--- src/rtl/clk_gate_pkg.sv ---
// clk_gate_pkg: state encoding and default timing constants for the clock-gating controller
package clk_gate_pkg;
    typedef enum logic [1:0] {
        OFF   = 2'b00,
        WAKE  = 2'b01,
        ON    = 2'b10,
        DRAIN = 2'b11
    } state_t;
    localparam int IDLE_CYCLES_DEF = 16;
    localparam int WAKE_CYCLES_DEF = 2;
    localparam int CNT_W_DEF       = 8;
endpackage

--- src/rtl/clk_gate_cell.sv ---
// clk_gate_cell: latch-based glitch-free clock gate, isolated so a library ICG can replace it
module clk_gate_cell (
    input  logic CLK,
    input  logic RST,
    input  logic En,
    output logic Gated_CLK
);
    logic en_lat;
    // Transparent only while CLK is low, so enable changes land on the next rising edge
    always_latch
        if (!RST) en_lat <= 1'b0;
        else if (!CLK) en_lat <= En;
    assign Gated_CLK = CLK & en_lat;
endmodule

--- src/rtl/clk_gate_ctrl.sv ---
// clk_gate_ctrl: wake/idle/drain controller driving a glitch-free gated clock
// Optional CLK_GATE_TEST_EN adds Test_En, which forces the gated clock to run in every state.
module clk_gate_ctrl
    import clk_gate_pkg::*;
#(
    parameter int IDLE_CYCLES = IDLE_CYCLES_DEF,
    parameter int WAKE_CYCLES = WAKE_CYCLES_DEF,
    parameter int CNT_W       = CNT_W_DEF
) (
    input  logic             CLK,
    input  logic             RST,
    input  logic             Wake_Req,
    input  logic             Busy,
    input  logic             Sleep_Req,
`ifdef CLK_GATE_TEST_EN
    input  logic             Test_En,
`endif
    output logic             Gated_CLK,
    output logic             Clk_En,
    output logic             Ack,
    output logic             Sleeping,
    output logic [CNT_W-1:0] Idle_Cnt
);
    state_t           state;
    logic [CNT_W-1:0] wake_cnt;
    logic             idle;
    logic             at_max;
    logic             gate_en;
    assign idle   = !Busy && !Wake_Req;
    assign at_max = Idle_Cnt == CNT_W'(IDLE_CYCLES - 1);
    always_ff @(posedge CLK or negedge RST)
        if (!RST) begin
            state    <= OFF;
            wake_cnt <= '0;
            Idle_Cnt <= '0;
            Clk_En   <= 1'b0;
            Ack      <= 1'b0;
            Sleeping <= 1'b1;
        end else begin
            case (state)
                OFF:
                    if (Wake_Req) begin
                        state    <= WAKE;
                        wake_cnt <= CNT_W'(WAKE_CYCLES - 1);
                        Clk_En   <= 1'b1;
                        Sleeping <= 1'b0;
                    end
                WAKE:
                    if (wake_cnt == '0) begin
                        state <= ON;
                        Ack   <= 1'b1;
                    end else
                        wake_cnt <= wake_cnt - 1'b1;
                ON:
                    // Wake_Req or Busy keeps the domain running; Sleep_Req only shortcuts the idle timeout
                    if (idle && (Sleep_Req || at_max)) begin
                        state    <= DRAIN;
                        Ack      <= 1'b0;
                        Idle_Cnt <= '0;
                    end else
                        Idle_Cnt <= !idle ? '0 : at_max ? Idle_Cnt : Idle_Cnt + 1'b1;
                DRAIN:
                    if (Wake_Req) begin
                        state <= ON;
                        Ack   <= 1'b1;
                    end else begin
                        state    <= OFF;
                        Clk_En   <= 1'b0;
                        Sleeping <= 1'b1;
                    end
                default: state <= OFF;
            endcase
        end
`ifdef CLK_GATE_TEST_EN
    assign gate_en = Clk_En | Test_En;
`else
    assign gate_en = Clk_En;
`endif
    clk_gate_cell u_cell (
        .CLK       (CLK),
        .RST       (RST),
        .En        (gate_en),
        .Gated_CLK (Gated_CLK)
    );
endmodule

--- config.mk ---
export PLATFORM = sky130hd
export DESIGN_NAME = clk_gate_ctrl
export DESIGN_NICKNAME = d
export VERILOG_FILES = /design/src/rtl/clk_gate_pkg.sv /design/src/rtl/clk_gate_cell.sv /design/src/rtl/clk_gate_ctrl.sv
export SDC_FILE = /design/constraint.sdc
export NUM_CORES = 1
export LEC_CHECK = 0
export CAP_MARGIN = 40
export CORE_AREA = 2 2 54 56
export CTS_CLUSTER_SIZE = 25
export DETAILED_ROUTE_END_ITERATION = 16
export DIE_AREA = 0 0 56 58
export GPL_TIMING_DRIVEN = 1
export PLACE_DENSITY = 0.76
export SLEW_MARGIN = 0
export SYNTH_ARGS = -nofsm -noshare
export SYNTH_HDL_FRONTEND = slang
export SYNTH_HIERARCHICAL = 1
export SYNTH_SLANG_ARGS = --single-unit
--- constraint.sdc ---
create_clock -name CLK -period 2.4 [get_ports CLK]
set_input_delay 0.24 -clock CLK [delete_from_list [all_inputs] [get_ports CLK]]
set_output_delay 0.24 -clock CLK [all_outputs]
set_load 0.1 [all_outputs]
; ---- Yosys cells after proc, flatten, opt, wreduce, memory -nomap -nowiden
; Cells that the tools add are included.
[word_totals]
romBits = 0
memories = 0
ram_bits = 0
word_cells = 60
latchBits = 1
output_inout_bits = 12
register_bits = 21
[op_classes]
add_sub_neg = 2
mul = 0
bitwise_logic = 1
reduce_logical = 15
muxes = 24
div_mod_pow = 0
magnitude_cmp = 0
eq_ne = 11
shifts = 0
[ops]
columns = cell, count
row1 = 8-bit 2-to-1 mux, 5
row2 = 8-bit one-hot mux with 2 select lines, 1
row3 = "2-bit inequality test, second input constant", 6
row4 = 1-bit 2-to-1 mux, 10
row5 = 3-bit AND reduction, 3
row6 = "8-bit by 1-bit adder with 8-bit output, second input constant", 1
row7 = "8-bit by 4-bit equality test with 1-bit output, second input constant", 1
row8 = 8-bit logical NOT, 1
row9 = 2-bit 2-to-1 mux, 4
row10 = 2-bit one-hot mux with 4 select lines, 1
row11 = "8-bit by 1-bit subtractor with 8-bit output, second input constant", 1
row12 = "2-bit equality test, second input constant", 2
row13 = 1-bit one-hot mux with 2 select lines, 2
row14 = 4-bit AND reduction, 1
row15 = 2-bit nonzero test, 2
row16 = "3-bit by 2-bit inequality test with 1-bit output, second input constant", 1
row17 = 1-bit one-hot mux with 3 select lines, 1
row18 = 3-bit nonzero test, 1
row19 = "2-bit by 1-bit equality test with 1-bit output, second input constant", 1
row20 = 1-bit logical AND, 2
row21 = 1-bit logical NOT, 2
row22 = 2-bit logical NOT, 1
row23 = 2-bit AND reduction, 1
row24 = 1-bit AND, 1
row25 = 1-bit logical OR, 1

; ---- Longest topological paths before layout
[logic_depth]
ltp_word = 5
ltp_mapped = 6
ltp_nobuf = 6

; ---- By module
; Netlist, hierarchy kept.
[by_module_without_submodules]
columns = module, seq_area_each_um2, area_each_um2, instances, cells_each
row1 = clk_gate_ctrl, 526.8, 1133.6, 1, 114
row2 = clk_gate_cell, 0.0, 31.3, 1, 4

==> results.txt <==
----------------------------------------------------
[Yosys]
  Mux share of post-synthesis cell area ... 0.0440
  Synthesized area per cell ... 9.87 um2
  Synth Area in Simple Gates ... 0.232
  Net count of the mapped netlist ... 126
  Compound-cell area share of the yosys netlist ... 0.166
  Number of enable-type register cells in the synthesized netlist ... 0
  Cell taking the most area after synthesis ... sky130_fd_sc_hd__dfrtp_1
  Largest family of logic cells by synthesized area ... simple AND/OR/NAND/NOR gates
  Adder-Cell Fraction of Synth Area ... 0.0322
  Gate count of the mapped netlist ... 118
  Count of different cell masters after synthesis ... 36
  Predominant post-synthesis flop cell ... sky130_fd_sc_hd__dfrtp_1
  Async set-or-reset flop fraction in the synthesized netlist ... 0.955
  Summed instance area of the synthesized netlist ... 1160 um2
  Fraction of synthesized cell area in xor and xnor cells ... 0.0301
  Post-synthesis sequential element count ... 22
  Cells taking the most area after synthesis ... sky130_fd_sc_hd__dfrtp_1 (43%), sky130_fd_sc_hd__a21oi_1 (3.9%), sky130_fd_sc_hd__mux2i_1 (3.4%), sky130_fd_sc_hd__ha_1 (3.2%), sky130_fd_sc_hd__nand2_1 (3.2%)
  Top-area cell type share of the netlist area ... 0.430
  Number of warnings printed during yosys synthesis ... 6

[Pwr]
  Static power due to leakage ... 0.000653 uW
  PwrDens ... 1230 nW/um2
  IR Drop Worst-Case VDD ... 0.00123 V

[Worst setup path]
  CP max-delay cell ... sky130_fd_sc_hd__dlxtp_1
  Critical Path Fanout Max ... 1
  WP data required ... 2.16 ns
  Gate family responsible for the most delay along the worst path ... latches
  Worst path cell trace ... and2_4 -> buf_12
  CP endpoint kind ... primary output
  Number of buffer and inverter stages on the critical path ... 1
  Peak per-stage delay on the critical path ... 0.30 ns
  Critical path startpoint category ... latch
  Data arrival time of the critical path ... 2.22 ns
  Crit Path Category ... latch to primary output

[Global routing]
  Number of antenna violations at the first check in global routing ... 0
  Remaining global-route overflow ... 0
  Pin count of the biggest net entering global routing ... 23
  Via count of the first global-routing pass ... 1,027
  First-pass GRT wire length ... 4350 um
  Global-route usage over all layers ... 0.175

[Floorplan]
  Die Ht ... 58 um
  Starting density of the core ... 0.437
  Area of the die ... 3250 um2
  Placeable core area ... 2660 um2
  X dimension of the die ... 56 um
  Placement Rows ... 19
  I/O pin cnt ... 17

[Drt]
  Drt first-iter violations ... 30
  Routed metal-1 wire length ... 1100 um
  Met3 routed wirelength ... 139 um
  Total vias in the final route ... 1,025
  # DRC ... 0
  DR WL/cell ... 14.0 um
  Uppermost metal layer occupied by signal nets ... met4
  Mean number of vias per cell ... 5.76
  Detailed Routing Iterations Pass 1 ... 4
  Met2 routed wirelength ... 1220 um
  Wire length after detailed routing ... 2490 um
  Number of nets with antenna violations after routing ... 0

[Cells and area]
  Fill cell instance count of the final layout ... 246
  Antenna diodes ... 0
  Number of nets at the end of the flow ... 155
  Non-Filler Cell Area, Final ... 1450 um2
  Layout cell share with drive strength beyond 1 ... 0.204
  Most frequent standard cell in the layout excluding fill and tap cells ... sky130_fd_sc_hd__dfrtp_1
  Storage element area ... 542 um2
  Multi-input logic area ... 591 um2
  Commonest non-fill, non-tap cells in the layout ... sky130_fd_sc_hd__dfrtp_1 (20), sky130_fd_sc_hd__buf_4 (15), sky130_fd_sc_hd__nand2_1 (10), sky130_fd_sc_hd__a21oi_1 (9), sky130_fd_sc_hd__clkbuf_4 (8)
  Area added between synthesis and finish ... 24.2%

[Job]
  Maximum capacitance violations ... 0

[CTS]
  Later-pin clock latency in the skew report ... 0.42 ns
  TritonCTS clock tree ... yes
  Clock transition time at the flip-flop clock pins of the worst setup and hold paths ... 0.05 ns
  Buffer count from post-CTS setup fixing ... 0

[Place]
  Placed cell areas ... 1350 um2
  # port buffers ... 16
  HPWL after detailed placement ... 1790 um
  Routability-driven placement congestion ratio ... 0.883

[STA]
  Number of hold violations in the final report ... 0
  Worst Tran Pin Value ... 0.590 ns
  Final setup TNS ... -0.0592 ns
  Slew headroom ... 0.603
  RSZ-0062 raised after global routing ... yes
  Post-layout worst setup margin ... -0.0592 ns
  Worst clock skew ... 0.0434 ns
  Max-slew violations ... 0
  Finish-stage setup viols ... 2

[Hold path]
  Hold Crit Class ... input pin to clock gate

[Run status]
  Result of the run ... finished, violations left
  Violated checks ... setup timing

----------------------------------------------------
[cells in the mapped netlist (2+ instances only)]
master,instances
sky130_fd_sc_hd__dfrtp_1,20
sky130_fd_sc_hd__nand2_1,10
sky130_fd_sc_hd__a21oi_1,9
sky130_fd_sc_hd__nor2_1,6
sky130_fd_sc_hd__o21ai_0,6
sky130_fd_sc_hd__a31oi_1,4
sky130_fd_sc_hd__and2_1,4
sky130_fd_sc_hd__inv_1,4
sky130_fd_sc_hd__mux2i_1,4
sky130_fd_sc_hd__nand2b_1,4
sky130_fd_sc_hd__nand3_1,4
sky130_fd_sc_hd__nand3b_1,4
sky130_fd_sc_hd__or3_1,4
sky130_fd_sc_hd__xnor2_1,4
sky130_fd_sc_hd__a22o_1,3
sky130_fd_sc_hd__ha_1,3
sky130_fd_sc_hd__nor4_1,3
sky130_fd_sc_hd__and3_1,2
sky130_fd_sc_hd__nor3_1,2
sky130_fd_sc_hd__nor3b_1,2
[cell families after synthesis]
kind of cell,count (synthesis)
buffers and inverters,7
muxes,5
AOI/OAI and AO/OA,29
adders and majority gates,3
latches,1
xor gates and xnor gates,4
DFF,21
and+or+nand+nor,48
[metal layers]
metal | up-vias | global-route usage
li1 | 495 | -
met1 | 496 | 0.203
met2 | 29 | 0.284
met3 | 5 | 0.0737
met4 | 0 | 0.0748
met5 | - | 0
[metrics by stage]
| step | worst slack, ns | cells | hold WS [ns] | power, uW | util |
|---|---|---|---|---|---|
| finish | -0.0592 | 178 | 0.475 | 1770 | 0.543 |
| global route | -0.121 | 178 | 0.521 | 1900 | 0.543 |
| global placement | -0.557 | 166 | -0.257 | 1410 | 0.506 |
| CTS | -0.0763 | 178 | 0.488 | 1790 | 0.543 |
| floorplan | 0.0669 | 118 | -0.960 | 1250 | - |
| detailed placement | -0.558 | 166 | -0.257 | 1440 | 0.506 |
[state kept, by name, summed over array words and instances, names as in the netlist]
| register | count |
|---|---|
| Idle_Cnt | 8 |
| wake_cnt | 8 |
| state | 2 |
| Ack | 1 |
| Clk_En | 1 |
| Sleeping | 1 |
| u_cell/en_lat | 1 |
[report_power, final]
part / internal, uW / switching (uW)
logic: 251 / 520
registers: 469 / 101
clock network: 211 / 223
[tightest hold or removal path, cell delays in order]
cell	delay, ns
sky130_fd_sc_hd__dlygate4sd3_1	0.54
sky130_fd_sc_hd__clkdlybuf4s50_1	0.45
sky130_fd_sc_hd__dlygate4sd3_1	0.57
sky130_fd_sc_hd__buf_4	0.23
[layout make-up]
type | instances | share of cell area
clock buffers | 11 | 0.0606
well taps | 31 | 0.0268
inverters | 4 | 0.0104
flip-flops and latches | 22 | 0.375
multi-input cells | 89 | 0.408
repair buffers | 21 | 0.119
[worst paths after layout]
path | startpoint | end | slack, ns | cells past startpoint
worst max-delay path | u_cell/en_lat | Gated_CLK | -0.06 | 2
worst min-delay path | RST | clock gate | 0.47 | 4
worst max register to register | state[1] | Idle_Cnt[5] | 0.58 | 5
worst min register to register | Sleeping | Sleeping | 0.49 | 2
max in group gated | RST | clock gate | 0.62 | 4
max in group asynchronous | RST | Sleeping | 0.83 | 4
min in group CLK | Sleeping | Sleeping | 0.49 | 2
min in group asynchronous | RST | Idle_Cnt[1] | 1.29 | 4
[repair_timing]
action / 4_1_cts / 5_1_grt
hold endpoints to repair: 1 / 0
hold buffers: 2 / 0
pin swaps: 1 / 0
setup endpoints to repair: 2 / 2
gates resized for setup: 10 / 0
Power figures use the tool's default switching activity.
